$ cat config.mk
export PLATFORM = sky130hd
export DESIGN_NAME = hypervisor_ctrl
export DESIGN_NICKNAME = d
export VERILOG_FILES = /design/src/rtl/hypervisor_ctrl.sv
export SDC_FILE = /design/constraint.sdc
export NUM_CORES = 1
export LEC_CHECK = 0
export CAP_MARGIN = 20
export CORE_UTILIZATION = 55
export CTS_CLUSTER_DIAMETER = 50
export DETAILED_ROUTE_END_ITERATION = 16
export PLACE_DENSITY = 0.74
export SLEW_MARGIN = 15
export SYNTH_ARGS = -nofsm -noshare
export SYNTH_HDL_FRONTEND = slang
export SYNTH_SLANG_ARGS = --single-unit
$ cat constraint.sdc
create_clock -name clk -period 2.6 [get_ports clk]
set_clock_uncertainty 0.15 [all_clocks]
set_input_delay 0.52 -clock clk [delete_from_list [all_inputs] [get_ports clk]]
set_output_delay 0.52 -clock clk [all_outputs]
set_load 0.01 [all_outputs]
$ cat src/rtl/hypervisor_ctrl.sv
// Hypervisor control register window ($D640-$D67F): traps user-mode writes,
// serves as a state register file in hypervisor mode, and streams saved user state on exit.
module hypervisor_ctrl (
    input  logic       clk,
    input  logic       reset,
    input  logic       hyper_cs,
    input  logic [7:0] hyper_addr,
    input  logic [7:0] hyper_io_data_i,
    input  logic       cpu_write,
    input  logic       ready,
    input  logic       hyper_mode,
    input  logic       load_user_reg,
    output logic [7:0] hyper_data_o,
    output logic       hyp,
    output logic [7:0] user_mapper_reg
);

    logic [7:0] r_regfile [0:61];
    logic [5:0] r_trapnum;
    logic [5:0] r_ridx;
    logic       r_hyp;
    logic [7:0] r_data;
    logic [7:0] r_umr;

    logic [5:0] w_off;
    logic       w_wr;
    logic       w_rd;
    logic [7:0] w_rd_val;
    logic [7:0] w_umr_val;
    logic [5:0] w_ridx_nxt;
    logic       w_unused;

    assign w_off    = hyper_addr[5:0];
    assign w_wr     = hyper_cs & cpu_write & ready;
    // Reads deliberately ignore ready: they have no side effects.
    assign w_rd     = hyper_cs & ~cpu_write;
    assign w_unused = ^hyper_addr[7:6];

    assign hyper_data_o    = r_data;
    assign hyp             = r_hyp;
    assign user_mapper_reg = r_umr;

    // Read-data selection; user mode sees an all-ones window.
    always_comb begin
        w_rd_val = 8'hFF;
        if (!hyper_mode) begin
            w_rd_val = 8'hFF;
        end else if (w_off <= 6'd61) begin
            w_rd_val = r_regfile[w_off];
        end else if (w_off == 6'd62) begin
            w_rd_val = {2'b00, r_trapnum};
        end else begin
            w_rd_val = {7'b0000000, hyper_mode};
        end
    end

    // Restore-stream byte and saturating index advance.
    always_comb begin
        w_umr_val  = 8'h00;
        w_ridx_nxt = r_ridx;
        if (r_ridx <= 6'd61) begin
            w_umr_val = r_regfile[r_ridx];
        end else begin
            w_umr_val = 8'h00;
        end
        if (!load_user_reg) begin
            w_ridx_nxt = 6'd0;
        end else if (!ready) begin
            w_ridx_nxt = r_ridx;
        end else if (r_ridx == 6'd63) begin
            w_ridx_nxt = 6'd63;
        end else begin
            w_ridx_nxt = r_ridx + 6'd1;
        end
    end

    // Register file: written only from hypervisor mode, top two offsets are not storage.
    always_ff @(posedge clk or negedge reset) begin
        if (!reset) begin
            for (int i = 0; i < 62; i++) begin
                r_regfile[i] <= 8'h00;
            end
        end else if (w_wr && hyper_mode && (w_off <= 6'd61)) begin
            r_regfile[w_off] <= hyper_io_data_i;
        end
    end

    // Trap request: first user-mode write wins, cleared on entry to hypervisor mode.
    always_ff @(posedge clk or negedge reset) begin
        if (!reset) begin
            r_hyp     <= 1'b0;
            r_trapnum <= 6'd0;
        end else if (hyper_mode) begin
            r_hyp <= 1'b0;
        end else if (w_wr && !r_hyp) begin
            r_hyp     <= 1'b1;
            r_trapnum <= w_off;
        end
    end

    // Registered read data and restore stream.
    always_ff @(posedge clk or negedge reset) begin
        if (!reset) begin
            r_data <= 8'h00;
            r_umr  <= 8'h00;
            r_ridx <= 6'd0;
        end else begin
            if (w_rd) begin
                r_data <= w_rd_val;
            end
            r_umr  <= w_umr_val;
            r_ridx <= w_ridx_nxt;
        end
    end

endmodule

==> summary.txt <==
GRT
  – Congestion Overflow GR: 0
  – Initial antenna violation count: 5
  – Vias in the first global route: 22000
  – Largest net degree at the start of global routing: 67
  – First-pass GRT wire length: 146 mm
  – GRT Util Overall: 37.8%

Critical path
  – Crit Path Max Fanout: 6
  – Critical Path RT: 2.93 ns
  – WP data arrival: 3.04 ns
  – Crit path from: r_ridx[0]$_DFFE_PN0P_
  – Startpoint Class: register
  – Crit. End Element: register
  – WS Path Type: reg2reg
  – Reg2reg start: r_ridx[0]$_DFFE_PN0P_

Cells and area
  – Synth-to-layout area growth: 24.7%
  – Nets: 2386
  – Layout cells sized above 1: 48.5%
  – Area occupied by multi-input gates: 14300 sq um
  – Largest register FFs: 496
  – Fillers: 3365
  – Register area: 13100 sq um
  – Non-Filler Instances: 3086

Drt
  – Vias: 21200
  – Drt pass-1 iters: 7
  – Detail Route Antenna Nets: 0
  – Vias per cell: 6.86
  – Drt initial violations: 2291
  – Routed wire length: 96.6 mm
  – DRC errors left: 0
  – WL per Instance: 31.3 um

Floorplan
  – Die area: 52200 sq um
  – Num ports: 40
  – Number of cell rows: 82
  – Die Span X: 228 um
  – Die height: 228 um
  – Initial Utilization: 56.0%
  – Core area: 50400 sq um

Logic synthesis
  – Largest cells by area after synthesis: dfrtp_1, mux2_2, mux4_2
  – Yosys top cell by area: dfrtp_1
  – Sequential fraction of the synthesis area: 46.6%
  – Post-synthesis cell type count: 63
  – Post-Syn Instances: 2040
  – Post-synth top flop: dfrtp_1
  – Post-Syn Area: 28200 sq um
  – Ys Warns: 0
  – Syn Nets: 2066
  – Asr flop ratio synth: 100%
  – Average cell area after synthesis: 13.8 sq um
  – Number of synthesized flops with an enable pin: 0
  – Register bit total from synthesis: 525
  – Share of the synthesized area in the top cell type: 46.6%

STA
  – Slew @ Worst Pin: 0.918 ns
  – Fin. max-slew vios: 0
  – Crit path time final: 2.71 ns
  – Final hold violation count: 0
  – F_max: 369 MHz
  – Final worst slack: -0.109 ns
  – Worst slew margin: 38.8%
  – Setup TNS: -0.335 ns
  – Final setup fails: 5
  – Period utilization: 104%
  – RSZ-0062 raised after global routing: yes

Pwr
  – Power share of the clock group: 46.8%
  – Design Power: 20.5 mW
  – Seq pwr share: 42.2%
  – Pleak: 16.2 nW
  – Pwr/cell area: 584 nW/um^2
  – Internal Power: 15.3 mW
  – Sw frac: 25.6%
  – Worst VDD drop: 0.568 mV
  – Combinational power share: 11.0%
  – Sw power: 5.26 mW

CTS
  – Total CTS buffers: 66
  – CTS clock-pin slew for the worst setup and hold paths: 0.07 ns
  – TritonCTS clock tree: done
  – Maximum clock path buffer count: 3
  – Worst-Skew Late Latency: 0.63 ns
  – Clock sinks: 525
  – Root buffer cell: clkbuf_16
  – H-Tree Depth: 3

Place
  – Dpl cells: 2950
  – IO Port Bufs: 37
  – RD Place Congestion: 0.996
  – HPWL Detailed: 66.5 mm

Outcome
  – Violated checks: negative setup slack
  – Status: finished, violations left

Run
  – Max Cap Viol: 0

Min path
  – Worst min-delay path class: in2async
[cells by family (layout without fill, tap and decap cells)]
logic type	Yosys count	after routing	share of synthesized area (%)
multiplexers	821	821	38.5
other	0	2	0
flip-flops	525	525	46.6
AND/OR/NAND/NOR	242	242	4.86
adder cells (fa/ha/maj)	3	3	0.133
AO/OA/AOI/OAI	269	269	6.97
buffers and inverters	180	552	2.93
[metrics by stage]
stage / hold slack, ns / worst slack, ns / instance area [sq um] / utilization [%]
6_report: 0.336 / -0.109 / 35200 / 69.8
5_1_grt: 0.350 / -0.133 / 35200 / 69.8
4_1_cts: 0.320 / -0.111 / 35100 / 69.6
3_5_place_dp: 0.338 / -0.573 / 32600 / 64.6
3_3_place_gp: 0.313 / -0.502 / 32600 / 64.6
2_1_floorplan: 0.0744 / 0.0108 / 28200 / -
[critical path, cell delays in order (launching register included)]
cell and delay [ns]:
dfrtp_4 0.55, buf_12 0.17, mux4_2 0.57, mux4_2 0.55, mux2_4 0.30, o2111a_2 0.29
[synthesized netlist by cell type, types with 35 or more instances]
| library cell | count |
|---|---|
| dfrtp_1 | 525 |
| mux2_2 | 412 |
| mux4_2 | 159 |
| mux2i_1 | 146 |
| mux2_1 | 104 |
| clkbuf_1 | 85 |
| nand2_1 | 63 |
| buf_2 | 50 |
| a221oi_1 | 39 |
| o22ai_1 | 38 |
| a21oi_1 | 37 |
| nor2_2 | 35 |
[what timing repair did]
item                                    4_1_cts  5_1_grt
gates resized for setup                      15       13
hold buffers                                  1        0
gates cloned                                  2        0
hold endpoints to repair                     36        0
pin swaps                                     2        6
endpoints found under the setup margin        7       19
buffers inserted                              7        4
[power by group through the flow]
stage | clock network [mW] | registers [mW] | logic (mW)
floorplan | 0 | 8.70 | 1.09
global placement | 0 | 8.77 | 2.09
detailed placement | 0 | 8.79 | 2.13
CTS | 9.69 | 8.65 | 2.20
global route | 10.0 | 8.68 | 2.35
finish | 9.62 | 8.66 | 2.25
[worst paths after layout]
| kind | slack, ns | depth (start not counted) | to |
|---|---|---|---|
| max | -0.11 | 5 | user_mapper_reg[4]$_DFF_PN0_ |
| min | 0.34 | 2 | r_regfile[213]$_DFFE_PN0P_ |
| max reg2reg | -0.11 | 5 | user_mapper_reg[4]$_DFF_PN0_ |
| min reg2reg | 0.34 | 2 | r_trapnum[2]$_DFFE_PN0P_ |
| max in group asynchronous | 1.15 | 3 | r_regfile[482]$_DFFE_PN0P_ |
| min in group clk | 0.34 | 2 | r_trapnum[2]$_DFFE_PN0P_ |
[metal layers]
layer  GRT usage (%)  share of wire (%)  vias up
met5               0              0.013        -
met4            17.3                4.7        2
met3            10.1                 10      292
met2            56.9                 46     1298
met1            51.4                 39    11000
li1                -                  -     8534
[layout by cell type, fill, tap and decap left out, types with 13 or more instances in the layout]
master           synthesis  layout
dfrtp_1                525     522
mux2_2                 412     410
buf_4                   17     281
mux4_2                 159     159
mux2i_1                146     145
mux2_1                 104     104
buf_12                   0      99
clkbuf_16                0      71
nand2_1                 63      62
a221oi_1                39      38
o22ai_1                 38      38
a21oi_1                 37      37
nor2_2                  35      34
o21ai_0                 30      28
nor2_1                  28      28
nand3_1                 24      24
clkdlybuf4s50_1          0      24
a221o_1                 23      23
nor2_4                  14      15
a22oi_1                 14      14
o22a_1                  13      13
[final cells by class]
| cell class | instances | share of cell area [%] |
|---|---|---|
| inverters | 11 | 0.121 |
| flip-flops and latches | 525 | 37.4 |
| repair buffers | 421 | 12.8 |
| multi-input cells | 1335 | 40.8 |
| clock inverters | 32 | 1.09 |
| well taps | 672 | 2.39 |
| clock buffers | 88 | 5.41 |
| diodes | 2 | 0.0142 |
No activity file was read; power rests on OpenSTA's default activity.
